[config.mk]
export PLATFORM = sky130hd
export DESIGN_NAME = fifo_wr_arbiter_flat
export DESIGN_NICKNAME = d
export VERILOG_FILES = /design/src/rtl/fifo_wr_arbiter_if.sv /design/src/rtl/fifo_wr_arbiter.sv /design/src/flat_wrapper.sv
export SDC_FILE = /design/constraint.sdc
export NUM_CORES = 1
export LEC_CHECK = 0
export CAP_MARGIN = 20
export CORE_UTILIZATION = 35
export CTS_BUF_LIST = sky130_fd_sc_hd__clkbuf_16
export CTS_CLUSTER_DIAMETER = 100
export CTS_CLUSTER_SIZE = 28
export DETAILED_ROUTE_END_ITERATION = 8
export HOLD_SLACK_MARGIN = 0.1
export PLACE_DENSITY = 0.8
export SLEW_MARGIN = 10
export SYNTH_ARGS = -nofsm -noshare
export SYNTH_HDL_FRONTEND = slang
export SYNTH_SLANG_ARGS = --single-unit
[constraint.sdc]
create_clock -name clk -period 2.2 [get_ports clk]
set_input_delay 0.44 -clock clk [delete_from_list [all_inputs] [get_ports clk]]
set_output_delay 0.44 -clock clk [all_outputs]
set_load 0.005 [all_outputs]
[src/rtl/fifo_wr_arbiter_if.sv]
// Requester-side valid/ready lanes and FIFO write port shared by the write arbiter.
// master drives the requester lanes and FIFO status; slave is the arbiter.
interface fifo_wr_arbiter_if #(
  parameter int unsigned NREQ = 4,
  parameter int unsigned DW   = 8
);
  localparam int unsigned IW = $clog2(NREQ);

  logic [NREQ-1:0]    req_valid;
  logic [NREQ*DW-1:0] req_data;
  logic [NREQ-1:0]    req_last;
  logic [NREQ-1:0]    req_ready;
  logic               fifo_full;
  logic               fifo_wr_en;
  logic [DW-1:0]      fifo_wr_data;
  logic [IW-1:0]      grant_id;
  logic               busy;

  modport master (
    output req_valid, req_data, req_last, fifo_full,
    input  req_ready, fifo_wr_en, fifo_wr_data, grant_id, busy
  );

  modport slave (
    input  req_valid, req_data, req_last, fifo_full,
    output req_ready, fifo_wr_en, fifo_wr_data, grant_id, busy
  );
endinterface

[src/rtl/fifo_wr_arbiter.sv]
// Round-robin burst arbiter sharing one FIFO write port among NREQ valid/ready producers.
// Handshake and write data are combinational from the registered owner/state.
module fifo_wr_arbiter #(
  parameter int unsigned NREQ      = 4,
  parameter int unsigned DW        = 8,
  parameter int unsigned MAX_BURST = 4
) (
  input  logic             clk,
  input  logic             rst_n,
  input  logic             ena,
  fifo_wr_arbiter_if.slave bus
);
  localparam int unsigned IW = $clog2(NREQ);
  localparam int unsigned CW = 4;
  localparam logic [CW-1:0] LAST_BEAT = CW'(MAX_BURST - 1);
  localparam logic [IW-1:0] RR_RESET  = IW'(NREQ - 1);

  typedef enum logic {
    IDLE  = 1'b0,
    GRANT = 1'b1
  } state_t;

  state_t        state_q, state_d;
  logic [IW-1:0] owner_q, owner_d;
  logic [IW-1:0] rr_ptr_q, rr_ptr_d;
  logic [CW-1:0] beat_cnt_q, beat_cnt_d;

  logic [IW-1:0] pick;
  logic [IW-1:0] cand;
  logic          any_req;
  logic          accept;
  logic          owner_valid;
  logic          owner_last;
  logic          xfer;
  logic [DW-1:0] lane [NREQ];

  for (genvar g = 0; g < NREQ; g++) begin : g_lane
    assign lane[g] = bus.req_data[g*DW +: DW];
  end

  // First valid requester after the last owner, wrapping modulo NREQ.
  always_comb begin
    pick    = '0;
    cand    = '0;
    any_req = 1'b0;
    for (int unsigned k = 1; k <= NREQ; k++) begin
      cand = IW'((32'(rr_ptr_q) + k) % NREQ);
      if (!any_req && bus.req_valid[cand]) begin
        any_req = 1'b1;
        pick    = cand;
      end
    end
  end

  assign owner_valid = bus.req_valid[owner_q];
  assign owner_last  = bus.req_last[owner_q];
  assign accept      = ena && (state_q == GRANT) && !bus.fifo_full;
  assign xfer        = accept && owner_valid;

  assign bus.req_ready    = accept ? (NREQ'(1) << owner_q) : '0;
  assign bus.fifo_wr_en   = xfer;
  assign bus.fifo_wr_data = xfer ? lane[owner_q] : '0;
  assign bus.grant_id     = owner_q;
  assign bus.busy         = (state_q == GRANT);

  always_ff @(posedge clk or negedge rst_n) begin
    if (!rst_n) begin
      state_q    <= IDLE;
      owner_q    <= '0;
      rr_ptr_q   <= RR_RESET;
      beat_cnt_q <= '0;
    end else begin
      state_q    <= state_d;
      owner_q    <= owner_d;
      rr_ptr_q   <= rr_ptr_d;
      beat_cnt_q <= beat_cnt_d;
    end
  end

  // Full or disabled cycles fall through with everything held, keeping the lock.
  always_comb begin
    state_d    = state_q;
    owner_d    = owner_q;
    rr_ptr_d   = rr_ptr_q;
    beat_cnt_d = beat_cnt_q;
    unique case (state_q)
      IDLE: begin
        if (ena && any_req) begin
          owner_d    = pick;
          beat_cnt_d = '0;
          state_d    = GRANT;
        end
      end
      GRANT: begin
        if (accept) begin
          if (owner_valid) begin
            beat_cnt_d = beat_cnt_q + CW'(1);
            if (owner_last || (beat_cnt_q == LAST_BEAT)) begin
              state_d  = IDLE;
              rr_ptr_d = owner_q;
            end
          end else begin
            // Owner dropped valid mid-burst: release without writing.
            state_d  = IDLE;
            rr_ptr_d = owner_q;
          end
        end
      end
      default: state_d = IDLE;
    endcase
  end
endmodule

[src/flat_wrapper.sv]
// flat-port wrapper written by rule: the top's interface ports become plain ports
module fifo_wr_arbiter_flat 
#(
  parameter int unsigned NREQ      = 4,
  parameter int unsigned DW        = 8,
  parameter int unsigned MAX_BURST = 4
)
  (clk, rst_n, ena, bus_req_valid, bus_req_data, bus_req_last, bus_fifo_full, bus_req_ready, bus_fifo_wr_en, bus_fifo_wr_data, bus_grant_id, bus_busy);
  fifo_wr_arbiter_if #(.NREQ(NREQ), .DW(DW)) bus_i ();
  input  logic clk;
  input  logic rst_n;
  input  logic ena;
  input wire logic [$bits(bus_i.req_valid)-1:0] bus_req_valid;
  input wire logic [$bits(bus_i.req_data)-1:0] bus_req_data;
  input wire logic [$bits(bus_i.req_last)-1:0] bus_req_last;
  input wire logic [$bits(bus_i.fifo_full)-1:0] bus_fifo_full;
  output wire logic [$bits(bus_i.req_ready)-1:0] bus_req_ready;
  output wire logic [$bits(bus_i.fifo_wr_en)-1:0] bus_fifo_wr_en;
  output wire logic [$bits(bus_i.fifo_wr_data)-1:0] bus_fifo_wr_data;
  output wire logic [$bits(bus_i.grant_id)-1:0] bus_grant_id;
  output wire logic [$bits(bus_i.busy)-1:0] bus_busy;
  assign bus_i.req_valid = bus_req_valid;
  assign bus_i.req_data = bus_req_data;
  assign bus_i.req_last = bus_req_last;
  assign bus_i.fifo_full = bus_fifo_full;
  assign bus_req_ready = bus_i.req_ready;
  assign bus_fifo_wr_en = bus_i.fifo_wr_en;
  assign bus_fifo_wr_data = bus_i.fifo_wr_data;
  assign bus_grant_id = bus_i.grant_id;
  assign bus_busy = bus_i.busy;
  fifo_wr_arbiter #(.NREQ(NREQ), .DW(DW), .MAX_BURST(MAX_BURST)) u_core (.clk(clk), .rst_n(rst_n), .ena(ena), .bus(bus_i));
endmodule
==> run summary, run 1 <==
Worst vdd rail ir drop -> 0.0006860 V
Final setup fails -> 3
Biggest area consumer among synthesized cells -> dfrtp_1
Die area -> 2718 um2
Multi-input logic area -> 636.9 um2
R2r startpoint -> u_core.bus.grant_id[1]$_DFFE_PN0P_
Root Driver -> clkbuf_16
F_max -> 450.7 MHz
Number of failing hold endpoints at the final stage -> 0
Area contributors post-synth -> dfrtp_1 (20%), mux4_2 (13%), mux4_1 (12%), and3_1 (6.4%), dfstp_2 (6.0%)
Syn Nets -> 127
Vias -> 1093
Final core utilization -> 76.63%
Status -> complete, but fails checks
Worst-Skew Late Latency -> 0.24 ns
Synthesized flop and latch total -> 9
Placed inst area -> 1605 um2
Via density -> 5.753
Dpl ws -> -0.3929 ns
Die Y -> 52.13 um
Post-DP HPWL -> 2424 um
Count of pins over their slew limit -> 0
Syn_area_per_cell -> 10.73 um2
PD cells -> 908.4 nW/um2
Crit. End Element -> output pin
Synthesized area -> 879.6 um2
Async SR Flop Fraction -> 100.0%
Core region area -> 2297 um2
Port bufs -> 59
Mapped Cells -> 82
Setup CP Type -> flop to output pin
Global-route wire length before repair -> 5161 um
CTS tree -> built
Initial antenna violation count -> 0
NumNets Final -> 208
Initial DRC count -> 39
Initial Utilization -> 38.29%
Relative slew margins -> 74.15%
Register Area -> 230.2 um2
# fillers -> 163
Post-synth EDFFs -> 0
Ys flop type -> dfrtp_1
Final non-filler cell total -> 190
Layout cells sized above 1 -> 30.86%
Syn. warnings -> 0
Crit start category -> flop
Grt ovf -> 0
Placed cells -> 179
Drt first pass iters -> 5
Ant diodes -> 0
WP data arrival -> 1.78 ns
CTS Buffer Depth -> 2
RSZ-0062 raised after global routing -> yes
# DRC -> 0
Failing checks -> setup timing
Total GRT Usage -> 26.52%
Final worst-path cycle share -> 100.9%
Gpl congestion -> 0.8621
Reg2reg end -> u_core.rr_ptr_q[0]$_DFFE_PN1P_
Worst r2r path cells -> 4
Data required, critical path -> 1.76 ns
IO Pins -> 60
Clock Skew -> 0.006123 ns
FP Rows -> 17
Synth cell types -> 36
Die Span X -> 52.13 um
Power, Total -> 1.599 mW
Setup slack, reg-to-reg -> 0.41 ns
Final setup margin -> -0.01881 ns
Post-synth top area share -> 19.91%
Reg clk slew, reported paths -> 0.04 ns
Min-Delay Path Class -> input pin to async pin
H-tree levels -> 1
Final wirelength -> 3491 um
Avg WL per Cell -> 18.37 um
Post-DRT Antenna Nets -> 0
Static Leak -> 0.8050 nW
Max_cap viols -> 0
Worst-margin pin slew -> 0.3866 ns
Hold WS -> 0.4936 ns
Final instance area -> 1760 um2
Seq/Total Area, Yosys -> 25.89%
CTS Buf Count -> 3
CP max FO -> 5
Number of global-route vias before repair -> 1092
Largest net degree at the start of global routing -> 10
Clock sinks -> 9
Setup TNS Final -> -0.05074 ns
Minimum clock period -> 2.219 ns
Synth-to-Final Area Change -> 100.1%
==> registers in the layout, indices dropped and copies added, names as in the netlist <==
signal               flops
u_core.beat_cnt_q        4
u_core.bus.grant_id      2
u_core.rr_ptr_q          2
u_core.bus.busy          1
==> synth_stat cells, types with 2 or more instances <==
cell type	instances
nand2_1	3
inv_1	4
mux4_2	5
nand2b_1	3
dfstp_2	2
nor3b_1	2
nor2_1	3
buf_2	2
and3_1	9
dfrtp_1	7
clkbuf_1	3
nand3_1	5
o21ai_0	5
mux4_1	4
mux2i_1	2
and3b_1	2
mux2_1	2
==> area by class of cell <==
class | count | share of cell area (%)
Timing Repair Buffer | 81 | 43.21
Multi-Input combinational cell | 63 | 36.18
Tap cell | 28 | 1.990
Clock buffer | 3 | 4.264
Inverter | 5 | 1.066
Clock inverter | 1 | 0.2132
Sequential cell | 9 | 13.08
==> how the worst max path moves through the flow <==
stage | from | endpoint
final | u_core.bus.grant_id[0]$_DFFE_PN0P_ | bus_fifo_wr_data[0]
after global routing | u_core.bus.grant_id[0]$_DFFE_PN0P_ | bus_fifo_wr_data[7]
after detailed placement | bus_req_valid[3] | bus_fifo_wr_data[1]
after floorplan | u_core.bus.grant_id[0]$_DFFE_PN0P_ | bus_fifo_wr_data[3]
after global placement | bus_req_valid[3] | bus_fifo_wr_data[6]
after CTS | u_core.bus.grant_id[0]$_DFFE_PN0P_ | bus_fifo_wr_data[0]
==> per-layer routing <==
| metal | track usage (%) | wire (um) |
|---|---|---|
| met1 | 28.26 | 1301 |
| met2 | 51.07 | 1764 |
| met3 | 4.386 | 316 |
| met4 | 10.09 | 109 |
| met5 | 0 | 0 |
==> power by group <==
| part | switching [mW] | internal (mW) |
|---|---|---|
| clock network | 0.0789 | 0.237 |
| logic | 0.352 | 0.588 |
| registers | 0.0979 | 0.245 |
==> worst max-delay path, stage by stage, from the launching register on <==
cell,delay (ns)
dfrtp_2,0.45
buf_12,0.14
buf_6,0.09
buf_6,0.09
mux4_2,0.49
and3_4,0.17
buf_6,0.11
==> kinds of logic after synthesis <==
group	count (synthesis)	synth area share [%]
AND/OR/NAND/NOR	30	20.34
AO/OA/AOI/OAI	18	16.93
multiplexers	13	29.59
buffers and inverters	11	5.831
flip-flops	9	25.89
adder cells (fa/ha/maj)	1	1.422
==> what timing repair did <==
item | in CTS | in global routing
gates cloned | 1 | 0
pin swaps | 5 | 3
endpoints found under the hold margin | 0 | 0
gates resized for setup | 38 | 10
setup buffers | 7 | 0
hold buffers | 0 | 0
endpoints found under the setup margin | 13 | 8
==> cells in the final DEF, fill, tap and decap left out, types with 2 or more instances in the layout <==
| cell type | n |
|---|---|
| and3_1 | 5 |
| mux4_1 | 2 |
| o21ai_0 | 5 |
| dlygate4sd2_1 | 10 |
| buf_6 | 6 |
| mux2_1 | 2 |
| dfrtp_2 | 2 |
| dfrtp_1 | 5 |
| nand2b_1 | 3 |
| nor2_1 | 3 |
| dfstp_2 | 2 |
| mux2i_1 | 2 |
| buf_4 | 16 |
| clkbuf_2 | 3 |
| clkdlybuf4s15_1 | 4 |
| mux4_2 | 8 |
| and3_4 | 4 |
| clkdlybuf4s50_1 | 41 |
| nand2_1 | 3 |
| clkbuf_16 | 3 |
| nand3_1 | 5 |
| nor3b_1 | 2 |
| inv_1 | 5 |
No activity file was read; power rests on OpenSTA's default activity.
==> inputs of run 2 (changes only) <==
Settings changed: CORE_MARGIN set to 1.
Clock period 2.2 ns to 2.3 ns, I/O delays scaled along.
==> run summary, run 2 (synthesis gave the netlist of run 1 again) <==
Dpl ws -> -0.3076 ns (was -0.3929 ns)
Power, Total -> 1.412 mW (was 1.599 mW)
Die Y -> 52.13 um (unchanged)
F_max -> 440.4 MHz
Setup TNS Final -> 0 ns (was -0.05074 ns)
Port bufs -> 59 (unchanged)
Biggest register -> u_core.beat_cnt_q (unchanged)
Final instance area -> 1699 um2 (was 1760 um2)
Min-Delay Path Class -> flop to flop (was input pin to async pin)
Relative slew margins -> 66.58% (was 74.15%)
Crit. End Element -> output pin (unchanged)
Max reg flops -> 4 (unchanged)
Placed cells -> 177 (was 179)
Sequential Power Share -> 22.1% (was 21.4%)
Post-DP HPWL -> 2219 um (was 2424 um)
# DRC -> 0 (unchanged)
H-tree levels -> 1 (unchanged)
Crit path max-delay cell type -> clkdlybuf4s50_1 (was mux4_2)
Grt ovf -> 0 (unchanged)
PD cells -> 831.2 nW/um2 (was 908.4 nW/um2)
Final setup margin -> 0.02934 ns (was -0.01881 ns)
Initial Utilization -> 38.29% (unchanged)
Drt first pass iters -> 4 (was 5)
Initial DRC count -> 21 (was 39)
Psw -> 0.4581 mW (was 0.5288 mW)
Clk pwr share -> 20.8% (was 19.8%)
Die area -> 2718 um2 (unchanged)
Die Span X -> 52.13 um (unchanged)
Most frequent cells in the layout -> clkdlybuf4s50_1 (41), dlygate4sd2_1 (17), buf_4 (15) (was clkdlybuf4s50_1 (41), buf_4 (16), dlygate4sd2_1 (10))
Avg WL per Cell -> 16.27 um (was 18.37 um)
Clock Skew -> 0.001457 ns (was 0.006123 ns)
Data required, critical path -> 1.84 ns (was 1.76 ns)
Final non-filler cell total -> 186 (was 190)
Final wirelength -> 3026 um (was 3491 um)
Worst-Skew Late Latency -> 0.23 ns (was 0.24 ns)
Status -> finished, final reports clean (was complete, but fails checks)
Final worst-path cycle share -> 98.72%
Largest net degree at the start of global routing -> 12 (was 10)
RSZ-0062 raised after global routing -> no (was yes)
Max_cap viols -> 0 (unchanged)
Global-route wire length before repair -> 4698 um (was 5161 um)
Placed inst area -> 1590 um2 (was 1605 um2)
FP Rows -> 17 (unchanged)
Via density -> 5.457 (was 5.753)
P_int -> 0.9542 mW (was 1.070 mW)
CTS Buffer Depth -> 2 (unchanged)
Number of global-route vias before repair -> 996 (was 1092)
CTS tree -> built (unchanged)
Reg clk slew, reported paths -> 0.04 ns (about the same)
Gpl congestion -> 0.8519 (was 0.8621)
Core region area -> 2297 um2 (unchanged)
Hold WS -> 0.5041 ns (was 0.4936 ns)
Crit path largest cell delay -> 0.45 ns (was 0.49 ns)
Net Sw Frac -> 32.43% (was 33.07%)
Final core utilization -> 73.97% (was 76.63%)
Final setup fails -> 0 (was 3)
Initial antenna violation count -> 0 (unchanged)
Crit start category -> input pin (was flop)
Count of pins over their slew limit -> 0 (unchanged)
Minimum clock period -> 2.271 ns
Critical path, cell by cell -> clkdlybuf4s50_1, and3b_2, buf_6, buf_4, and3_1, dlygate4sd2_1 (was buf_12, buf_6, buf_6, mux4_2, and3_4, buf_6)
Root Driver -> clkbuf_16 (unchanged)
Synth-to-Final Area Change -> 93.17% (was 100.1%)
Total GRT Usage -> 23.32% (was 26.52%)
NumNets Final -> 204 (was 208)
Vias -> 1015 (was 1093)
Post-DRT Antenna Nets -> 0 (unchanged)
Setup CP Type -> input pin to output pin (was flop to output pin)
Worst vdd rail ir drop -> 0.0007559 V (was 0.0006860 V)
Worst-margin pin slew -> 0.4948 ns (was 0.3866 ns)
Ant diodes -> 0 (unchanged)
Clock sinks -> 9 (unchanged)
Number of failing hold endpoints at the final stage -> 0 (unchanged)
CP max FO -> 5 (unchanged)
Gate power share -> 57.0% (was 58.8%)
Static Leak -> 0.8088 nW (was 0.8050 nW)
WP data arrival -> 1.81 ns (was 1.78 ns)
IO Pins -> 60 (unchanged)
CTS Buf Count -> 3 (unchanged)
Layout cells sized above 1 -> 24.05% (was 30.86%)
# fillers -> 163 (unchanged)
Commonest non-fill, non-tap cell in the layout -> clkdlybuf4s50_1 (unchanged)
-- run 2: cell types whose count changed in the layout (fill, tap and decap cells not counted), sizes merged --
cell	before	now
buf	23	18
clkdlybuf4s15	4	1
dlygate4sd2	10	17
clkbuf	6	3
-- run 2: worst max-delay path, delay by kind of cell --
family        cells  cell delay, ns
simple gates      2            0.36
buf+inv           4            0.98
-- run 2: worst paths after layout --
| check | start | to | slack, ns | cells after the start |
|---|---|---|---|---|
| min | u_core.beat_cnt_q[3]$_DFFE_PN0P_ | u_core.beat_cnt_q[3]$_DFFE_PN0P_ | 0.50 | 1 |
| min in group asynchronous | rst_n | u_core.bus.grant_id[1]$_DFFE_PN0P_ | 0.52 | 1 |
| min reg2reg | u_core.beat_cnt_q[3]$_DFFE_PN0P_ | u_core.beat_cnt_q[3]$_DFFE_PN0P_ | 0.50 | 1 |
| max in group asynchronous | rst_n | u_core.rr_ptr_q[1]$_DFFE_PN1P_ | 1.47 | 1 |
| max | bus_fifo_full | bus_fifo_wr_data[0] | 0.03 | 6 |
| max reg2reg | u_core.bus.grant_id[0]$_DFFE_PN0P_ | u_core.beat_cnt_q[2]$_DFFE_PN0P_ | 0.53 | 6 |
-- run 2: power by group through the flow --
stage	sequential [mW]	clock [mW]	combinational, mW
2_1_floorplan	0.277	0	0.446
3_3_place_gp	0.302	0	0.745
3_5_place_dp	0.306	0	0.755
4_1_cts	0.311	0.300	0.791
5_1_grt	0.325	0.311	0.865
6_report	0.312	0.294	0.805
-- run 2: metal layers --
| layer | vias up | routed length [um] | GRT usage, % | part of all wire, % |
|---|---|---|---|---|
| li1 | 480 | - | - | - |
| met1 | 482 | 1254 | 28.44 | 41 |
| met2 | 49 | 1465 | 41.88 | 48 |
| met3 | 4 | 284 | 5.848 | 9.4 |
| met4 | 0 | 21 | 3.509 | 0.69 |
| met5 | - | 0 | 0 | 0 |
-- run 2: area by class of cell --
cell class                      count  area [um2]  area share (%)
Timing Repair Buffer               77       724.4           42.64
Multi-Input combinational cell     63       613.1           36.08
Clock inverter                      1       3.754          0.2209
Sequential cell                     9       229.0           13.48
Inverter                            5       18.77           1.105
Clock buffer                        3       75.07           4.418
Tap cell                           28       35.03           2.062
-- run 2: repair_timing --
action,CTS,global route
hold buffers,0,0
endpoints found under the setup margin,13,3
gates cloned,1,0
pin swaps,1,0
resized for setup,24,3
setup buffers,4,0
